[config.mk]
export PLATFORM = sky130hd
export DESIGN_NAME = sha256_block_core
export DESIGN_NICKNAME = d
export VERILOG_FILES = /design/src/rtl/sha256_pkg.sv /design/src/rtl/sha256_msg_schedule.sv /design/src/rtl/sha256_block_core.sv
export SDC_FILE = /design/constraint.sdc
export NUM_CORES = 2
export LEC_CHECK = 0
export BUFFER_PORTS_ARGS = -buffer_cell sky130_fd_sc_hd__buf_2
export CORE_MARGIN = 3
export CORE_UTILIZATION = 50
export DETAILED_ROUTE_END_ITERATION = 8
export GPL_TIMING_DRIVEN = 0
export PLACE_DENSITY = 0.73
export SLEW_MARGIN = 20
export SYNTH_ARGS = -nofsm -noshare
export SYNTH_HDL_FRONTEND = slang
export SYNTH_HIERARCHICAL = 1
export SYNTH_SLANG_ARGS = --single-unit
[constraint.sdc]
create_clock -name clk -period 26.1 [get_ports clk]
set_input_delay 5.22 -clock clk [delete_from_list [all_inputs] [get_ports clk]]
set_output_delay 5.22 -clock clk [all_outputs]
set_load 0.005 [all_outputs]
[src/rtl/sha256_pkg.sv]
// Shared SHA-256 constants, FSM state type and the 32-bit round/schedule
// helper functions used by the compression core and its message schedule.
package sha256_pkg;

  typedef enum logic [1:0] {
    IDLE  = 2'd0,
    ROUND = 2'd1,
    DONE  = 2'd2
  } state_t;

  localparam logic [255:0] IV = {
    32'h6a09e667, 32'hbb67ae85, 32'h3c6ef372, 32'ha54ff53a,
    32'h510e527f, 32'h9b05688c, 32'h1f83d9ab, 32'h5be0cd19
  };

  localparam logic [31:0] K [0:63] = '{
    32'h428a2f98, 32'h71374491, 32'hb5c0fbcf, 32'he9b5dba5, 32'h3956c25b, 32'h59f111f1, 32'h923f82a4, 32'hab1c5ed5,
    32'hd807aa98, 32'h12835b01, 32'h243185be, 32'h550c7dc3, 32'h72be5d74, 32'h80deb1fe, 32'h9bdc06a7, 32'hc19bf174,
    32'he49b69c1, 32'hefbe4786, 32'h0fc19dc6, 32'h240ca1cc, 32'h2de92c6f, 32'h4a7484aa, 32'h5cb0a9dc, 32'h76f988da,
    32'h983e5152, 32'ha831c66d, 32'hb00327c8, 32'hbf597fc7, 32'hc6e00bf3, 32'hd5a79147, 32'h06ca6351, 32'h14292967,
    32'h27b70a85, 32'h2e1b2138, 32'h4d2c6dfc, 32'h53380d13, 32'h650a7354, 32'h766a0abb, 32'h81c2c92e, 32'h92722c85,
    32'ha2bfe8a1, 32'ha81a664b, 32'hc24b8b70, 32'hc76c51a3, 32'hd192e819, 32'hd6990624, 32'hf40e3585, 32'h106aa070,
    32'h19a4c116, 32'h1e376c08, 32'h2748774c, 32'h34b0bcb5, 32'h391c0cb3, 32'h4ed8aa4a, 32'h5b9cca4f, 32'h682e6ff3,
    32'h748f82ee, 32'h78a5636f, 32'h84c87814, 32'h8cc70208, 32'h90befffa, 32'ha4506ceb, 32'hbef9a3f7, 32'hc67178f2
  };

  function automatic logic [31:0] rotr(input logic [31:0] x, input int unsigned n);
    return (x >> n) | (x << (32 - n));
  endfunction

  function automatic logic [31:0] ch(input logic [31:0] x, input logic [31:0] y, input logic [31:0] z);
    return (x & y) ^ (~x & z);
  endfunction

  function automatic logic [31:0] maj(input logic [31:0] x, input logic [31:0] y, input logic [31:0] z);
    return (x & y) ^ (x & z) ^ (y & z);
  endfunction

  function automatic logic [31:0] big_sigma0(input logic [31:0] x);
    return rotr(x, 2) ^ rotr(x, 13) ^ rotr(x, 22);
  endfunction

  function automatic logic [31:0] big_sigma1(input logic [31:0] x);
    return rotr(x, 6) ^ rotr(x, 11) ^ rotr(x, 25);
  endfunction

  function automatic logic [31:0] small_sigma0(input logic [31:0] x);
    return rotr(x, 7) ^ rotr(x, 18) ^ (x >> 3);
  endfunction

  function automatic logic [31:0] small_sigma1(input logic [31:0] x);
    return rotr(x, 17) ^ rotr(x, 19) ^ (x >> 10);
  endfunction

endpackage

[src/rtl/sha256_msg_schedule.sv]
// 16-word sliding message-schedule window: loads a block on accept and shifts
// once per round, always presenting the current Wt at the head.
module sha256_msg_schedule
  import sha256_pkg::*;
(
  input  logic         clk,
  input  logic         load,
  input  logic         shift,
  input  logic [511:0] block_in,
  output logic [31:0]  wt
);

  logic [31:0] win [0:15];
  logic [31:0] w_new;

  // win[k] holds W(t+k); the incoming word is W(t+16).
  assign w_new = small_sigma1(win[14]) + win[9] + small_sigma0(win[1]) + win[0];
  assign wt    = win[0];

  always_ff @(posedge clk) begin
    if (load) begin
      for (int i = 0; i < 16; i++) win[i] <= block_in[511 - 32*i -: 32];
    end else if (shift) begin
      for (int i = 0; i < 15; i++) win[i] <= win[i + 1];
      win[15] <= w_new;
    end
  end

endmodule

[src/rtl/sha256_block_core.sv]
// Iterative SHA-256 compression core, one round per clock, chaining value kept
// across blocks. Define SHA256_BLOCK_CORE_TRACE_EN for a simulation trace at DONE.
module sha256_block_core
  import sha256_pkg::*;
(
  input  logic         clk,
  input  logic         rst,
  input  logic         start,
  input  logic [511:0] block_in,
  output logic [255:0] hash_out,
  output logic         ready
);

  state_t       state;
  logic [5:0]   t;
  logic [31:0]  a, b, c, d, e, f, g, h;
  logic [255:0] h_chain;
  logic [255:0] hash_next;
  logic [255:0] work;
  logic [31:0]  wt, t1, t2;
  logic         sched_load, sched_shift;

  assign sched_load  = (state == IDLE) && start;
  assign sched_shift = (state == ROUND);

  sha256_msg_schedule u_sched (
    .clk      (clk),
    .load     (sched_load),
    .shift    (sched_shift),
    .block_in (block_in),
    .wt       (wt)
  );

  assign t1   = h + big_sigma1(e) + ch(e, f, g) + K[t] + wt;
  assign t2   = big_sigma0(a) + maj(a, b, c);
  assign work = {a, b, c, d, e, f, g, h};

  // Per-word modular sums; carries must not ripple between chaining words.
  always_comb begin
    hash_next = '0;
    for (int i = 0; i < 8; i++)
      hash_next[32*i +: 32] = h_chain[32*i +: 32] + work[32*i +: 32];
  end

  always_ff @(posedge clk or posedge rst) begin
    if (rst) begin
      state    <= IDLE;
      t        <= '0;
      {a, b, c, d, e, f, g, h} <= '0;
      h_chain  <= IV;
      hash_out <= '0;
      ready    <= 1'b0;
    end else begin
      case (state)
        IDLE: begin
          ready <= 1'b0;
          if (start) begin
            {a, b, c, d, e, f, g, h} <= h_chain;
            t     <= '0;
            state <= ROUND;
          end
        end
        ROUND: begin
          h <= g;
          g <= f;
          f <= e;
          e <= d + t1;
          d <= c;
          c <= b;
          b <= a;
          a <= t1 + t2;
          t <= t + 6'd1;
          if (t == 6'd63) state <= DONE;
        end
        DONE: begin
          h_chain  <= hash_next;
          hash_out <= hash_next;
          ready    <= 1'b1;
          state    <= IDLE;
        end
        default: state <= IDLE;
      endcase
    end
  end

`ifdef SHA256_BLOCK_CORE_TRACE_EN
  int unsigned trace_blocks;

  always_ff @(posedge clk or posedge rst) begin
    if (rst) begin
      trace_blocks <= 0;
    end else if (state == DONE) begin
      trace_blocks <= trace_blocks + 1;
      $display("sha256_block_core: block %0d hash %h", trace_blocks + 1, hash_next);
    end
  end
`endif

endmodule

---- After elaboration in Yosys (flattened, before gate mapping) ----
Memory sizes are Yosys's and may differ from the RTL's.
Cells that the tools add are included.
storage, ports and cells
  register bits after elaboration ......... 777
  memory bits (writable) .................. 512
  bits in read-only memories .............. 2048
  input bits .............................. 515
  output and inout bits ................... 257
  word-level logic and storage cells ...... 135
  memories ................................ 2
memories
  name              words  width  read ports  clocked after Yosys merged registers in  wr ports  line                       RTL
  (name not given)  64     32     1           0                                        0         sha256_block_core.sv:34    assign t1 = h + big_sigma1(e) + ch(e, f, g) + K[t] + wt;
  u_sched.win       16     32     16          0                                        16        sha256_msg_schedule.sv:13  logic [31:0] win [0:15];
cells by class
  add/subtract/negate cells ............... 19
  $lt $le $gt $ge ......................... 1
  eq/ne operators ......................... 5
  multiplexer cells ....................... 45
  bitwise gates (word level) .............. 44
  reductions and logical operators ........ 6
operator list
  cell                                          number
  two-way mux 32 bit                            26
  adder 32 bit                                  18
  one-hot mux 32 bit (2 select lines)           8
  XOR 32 bit                                    9
  AND 32 bit                                    5
  NOT 32 bit                                    1
  OR 10 x 32 -> 32 bit                          1
  OR 13 x 32 -> 32 bit                          1
  OR 14 x 32 -> 32 bit                          1
  OR 15 x 32 -> 32 bit                          1
  OR 19 x 32 -> 32 bit                          1
  OR 21 x 32 -> 32 bit                          1
  OR 25 x 32 -> 32 bit                          1
  OR 26 x 32 -> 32 bit                          1
  OR 30 x 32 -> 32 bit                          1
  OR 7 x 32 -> 32 bit                           1
  XOR 32 x 22 -> 32 bit                         1
  XOR 32 x 29 -> 32 bit                         1
  OR 1 bit                                      16
  one-hot mux 6 bit (2 select lines)            1
  >= comparator 7 bit (second input constant)   1
  NOT 6 -> 7 bit                                1
  adder 6 x 1 -> 6 bit (second input constant)  1
  equality test 6 bit (second input constant)   1
  13 further kinds                              20

---- Depth between registers and ports, before layout ----
  depth after elaboration ................. 9
  gate-level depth with buffers ........... 37
  depth with buffers taken out ............ 36

---- Cells and area by module ----
Netlist, hierarchy kept.
modules (own cells, without submodules)
  module               times used  cells an instance  area an instance (µm²)
  sha256_block_core    1           6041               51269.2
  sha256_msg_schedule  1           1667               25853.5

---- Least setup slack after synthesis ----
Ideal clock, no wire load.
  path type ............................... input to register
  start ................................... in start
  end ..................................... mem u_sched.win[0][0], enable pin
  library setup time ...................... 668 ps
  data arrival time ....................... 13140 ps
  data required time ...................... 25432 ps
  setup slack ............................. 12292 ps
  cell stages on the path ................. 8
  buffers on the path ..................... 5
  cell sequence ........................... clkbuf_1 nand2_1 inv_2 clkbuf_1 clkbuf_1 clkbuf_1 clkbuf_1 or2_2
RTL lines
  item             line                       RTL
  start, declared  sha256_block_core.sv:8     input logic start,
  end, declared    sha256_msg_schedule.sv:13

---- Worst setup path in the final report ----
  start ................................... reg t[1]
  end ..................................... reg a[31]
between the ends
  word-level cells in the longest chain between the ends .. 8
ends and longest elaborated chain
  item                                                   line                     RTL
  start, declared                                        sha256_block_core.sv:15  logic [5:0] t;
  start signal, assigned                                 sha256_block_core.sv:72  t <= t + 6'd1;
  NOT 6 -> 7 bit (implied by the code)                   sha256_block_core.sv:34
  memory (64 x 32 bit)                                   -
  two-way mux 32 bit (implied by the code) (2 in a row)  sha256_block_core.sv:34
  adder 32 bit (2 in a row)                              sha256_block_core.sv:34
  adder 32 bit                                           sha256_block_core.sv:71  a <= t1 + t2;
  one-hot mux 32 bit (2 select lines)                    sha256_block_core.sv:54  case (state)
  end signal, assigned                                   sha256_block_core.sv:58  {a, b, c, d, e, f, g, h} <= h_chain;
  end signal, assigned                                   sha256_block_core.sv:71
  end, declared                                          sha256_block_core.sv:16  logic [31:0] a, b, c, d, e, f, g, h;
Every way passes these cells. The select of a mux whose other input is x is not followed.
A chain may end at the register's enable or synchronous reset.

==> results.tsv <==
metric	value	unit
Synth warnings	6	
Hold Startpoint	h_chain[24]$_DFFE_PP1P_	
number of different library cells in the post-synthesis netlist	101	
CTS clock-pin slew for the worst setup and hold paths	0.07	ns
count of standard-cell rows	143	
number of search-and-repair iterations in the first detailed-routing pass	6	
share of async-settable or async-resettable flops after synthesis	0.562	
terminus of the critical flop-to-flop path	a[31]$_DFFE_PP0P_	
overall die width	399	µm
reg-to-reg slack, setup	14.76	ns
RSZ-0062 raised after global routing	no	
footprint of the multi-input gates	40500	µm²
top fanout value on the critical path	10	
area of the mapped netlist	77100	µm²
maxcap violations	0	
total congestion overflow after global routing	0	
number of top-level pins	772	
crit start category	flop	
number of buffers created by CTS	136	
Max Transition Viols Final	0	
Period Utilization, post-route	0.434	
Req. time, crit path	26.71	ns
cell family contributing the most delay on the critical path	compound AO/OA/AOI/OAI gates	
via-per-instance ratio	6.13	
worst setup path category	reg2reg	
Hold Crit Class	reg2reg	
FMAX	88.2	MHz
syn_nets	8817	
final worst clock skew	0.0596	ns
critical register-to-register path startpoint	t[1]$_DFFE_PP0P_	
buffers and inverters on the worst path	5	
post-CTS setup-driven buffer insertion count	0	
Worst Reg-to-Reg Cells	34	
drt total wl	342000	µm
commonest cells after routing, fill and taps aside	sky130_fd_sc_hd__nand2_1, sky130_fd_sc_hd__buf_2, sky130_fd_sc_hd__o21ai_0	
die height	399	µm
number of buffers on the longest clock path	3	
TritonCTS clock tree	built	
largest net degree at the start of global routing	105	
depth of the worst hold-timing path	2	
crit-path max cell delay	0.77	ns
top_reg_cell synth	sky130_fd_sc_hd__dfrtp_1	
share of final-layout standard cells stronger than drive strength 1	0.215	
Synth Area in XOR/XNOR	0.0636	
layout overhead on the synthesized area	15.4	%
adder-cell share of the synthesized area	0.116	
type of element capturing the critical path	flop	
Hold WS	0.470	ns
cell types with the largest area share after synthesis	sky130_fd_sc_hd__edfxtp_1, sky130_fd_sc_hd__dfrtp_1, sky130_fd_sc_hd__mux2_2	
pre-CTS setup slack	14.52	ns
Worst Tran Pin Value	1.32	ns
post-DR wirelength/cell	31.5	µm
Worst slew margin	0.121	
run status	complete, no violations	
core box area	153000	µm²
hold violation count in the final report	0	
number of antenna violations at the first check in global routing	97	
post-synthesis register bit count	1169	
area share of the leading cell type in the synthesized netlist	0.199	
GRT Overall Usage	0.419	
compound-cell area share of the yosys netlist	0.152	
H-tree Lvls	4	
commonest non-fill, non-tap cell in the layout	sky130_fd_sc_hd__nand2_1	
Storage cell area	32000	µm²
clock sink total	1169	
Die Area	159000	µm²
Worst-Skew Late Latency	0.81	ns
signal arrival time at the worst endpoint	11.95	ns
quantity of I/O buffers inserted on ports	771	
Setup violations, final	0	
slowest stage cell, crit path	sky130_fd_sc_hd__nor2_1	
global-route wire length before repair	472000	µm
final weighted congestion in routability-driven placement	1.05	
number of enable flip-flop cells after synthesis	512	
utilization after layout	0.583	
portion of netlist area occupied by mux cells	0.0814	
Root Driver	sky130_fd_sc_hd__clkbuf_16	
Period minus WS final	11.34	ns
number of cells in the design after placement	10500	
post-cts repair resize count	0	
Finished Layout Cells	10800	
sequential-to-total area share from yosys stat	0.415	
cell type with the highest aggregate area in the netlist	sky130_fd_sc_hd__edfxtp_1	
post-detailed-route DRC marker count	0	
number of nets in the layout	9748	
Synth Area in Simple Gates	0.112	
Final ANT Viol Nets	0	
Post-Syn Instances	7708	
Worst Hold End	h_chain[24]$_DFFE_PP1P_	
fillers	13200	
estimated wirelength of the detail-placed design	273000	µm
violation count after the first detailed-routing iteration	7932	
setup slack of the critical path after layout	14.76	ns
syn_area_per_cell	10.0	µm²
initial core utilization	0.505	
vias after detailed routing	66500	
largest family of logic cells by synthesized area	compound AO/OA/AOI/OAI gates	
number of buffers added to fix hold violations after cts	0	
number of global-route vias before repair	63900	
[tightest hold or removal path: cells and delay by family (launching register included)]
kind,cells,cell delay (ns)
DFF,1,0.38
and+or+nand+nor,2,0.09
[layer usage]
layer | vias up | track usage | part of all wire
li1 | 28800 | - | -
met1 | 32600 | 0.517 | 0.37
met2 | 3984 | 0.648 | 0.45
met3 | 1010 | 0.114 | 0.11
met4 | 44 | 0.272 | 0.080
met5 | - | 0 | 0.00085
[logic make-up (layout without fill, tap and decap cells)]
family / Yosys count / count (layout)
adders and majority gates: 597 / 597
muxes: 550 / 550
and+or+nand+nor: 1828 / 1828
AOI/OAI and AO/OA: 1913 / 1913
buffers and inverters: 1094 / 2138
xor gates and xnor gates: 557 / 557
other: 0 / 52
DFF: 1169 / 1169
[through the flow]
step | TNS (ns) | area, µm²
2_1_floorplan | 0 | 77100
3_3_place_gp | -2558.02 | 83500
3_5_place_dp | 0 | 84100
4_1_cts | 0 | 88900
5_1_grt | 0 | 89000
6_report | 0 | 89000
[how the worst max path moves through the flow]
stage | start | endpoint | depth (start not counted)
6_report | t[1]$_DFFE_PP0P_ | a[31]$_DFFE_PP0P_ | 34
5_1_grt | t[1]$_DFFE_PP0P_ | a[29]$_DFFE_PP0P_ | 35
4_1_cts | t[1]$_DFFE_PP0P_ | a[31]$_DFFE_PP0P_ | 34
3_5_place_dp | start | u_sched/win[0][360]$_DFFE_PP_ | 12
3_3_place_gp | rst | hash_out[48]$_DFFE_PP0P_ | 2
2_1_floorplan | rst | a[0]$_DFFE_PP0P_ | 1
[synthesized netlist by cell type (17+ instances only)]
cell type	count
sky130_fd_sc_hd__fa_1	195
sky130_fd_sc_hd__mux2i_1	17
sky130_fd_sc_hd__a21o_1	191
sky130_fd_sc_hd__and3_1	35
sky130_fd_sc_hd__nand2_1	996
sky130_fd_sc_hd__nand2b_1	69
sky130_fd_sc_hd__a31oi_1	41
sky130_fd_sc_hd__a22oi_1	93
sky130_fd_sc_hd__inv_1	555
sky130_fd_sc_hd__nor3_1	78
sky130_fd_sc_hd__o31ai_1	39
sky130_fd_sc_hd__ha_1	399
sky130_fd_sc_hd__nand4_1	20
sky130_fd_sc_hd__buf_1	31
sky130_fd_sc_hd__o21bai_1	52
sky130_fd_sc_hd__dfrtp_1	521
sky130_fd_sc_hd__buf_4	152
sky130_fd_sc_hd__a21oi_1	503
sky130_fd_sc_hd__and2_1	22
sky130_fd_sc_hd__clkbuf_1	350
sky130_fd_sc_hd__o21a_1	60
sky130_fd_sc_hd__or3_1	24
sky130_fd_sc_hd__nor2_1	235
sky130_fd_sc_hd__mux2_2	523
sky130_fd_sc_hd__dfstp_2	136
sky130_fd_sc_hd__nor3b_1	17
sky130_fd_sc_hd__o211ai_1	30
sky130_fd_sc_hd__a211oi_1	41
sky130_fd_sc_hd__and3b_1	142
sky130_fd_sc_hd__xnor2_1	353
sky130_fd_sc_hd__o21ai_0	626
sky130_fd_sc_hd__edfxtp_1	512
sky130_fd_sc_hd__xor2_1	202
sky130_fd_sc_hd__nand3_1	81
sky130_fd_sc_hd__nor2b_1	53
sky130_fd_sc_hd__o22ai_1	54
[layout make-up]
cell class,instances,share of cell area
Inverter,559,0.0237
Multi-Input combinational cell,5445,0.454
Antenna cell,52,0.00146
Clock buffer,179,0.0414
Tap cell,2030,0.0285
Buffer,535,0.0295
Sequential cell,1169,0.359
Clock inverter,72,0.0121
Timing Repair Buffer,793,0.0497
[state kept, by name (all words and copies together) (netlist names)]
| name | cells |
|---|---|
| f | 32 |
| hash_out | 256 |
| t | 6 |
| e | 32 |
| h_chain | 136 |
| b | 32 |
| g | 32 |
| state | 2 |
| d | 32 |
| c | 32 |
| a | 32 |
| h | 32 |
| u_sched/win | 512 |
| ready | 1 |
Power is left out: the tool's default activity adds up to more than one toggle a clock period on the data nets, which glitch-free logic cannot reach.
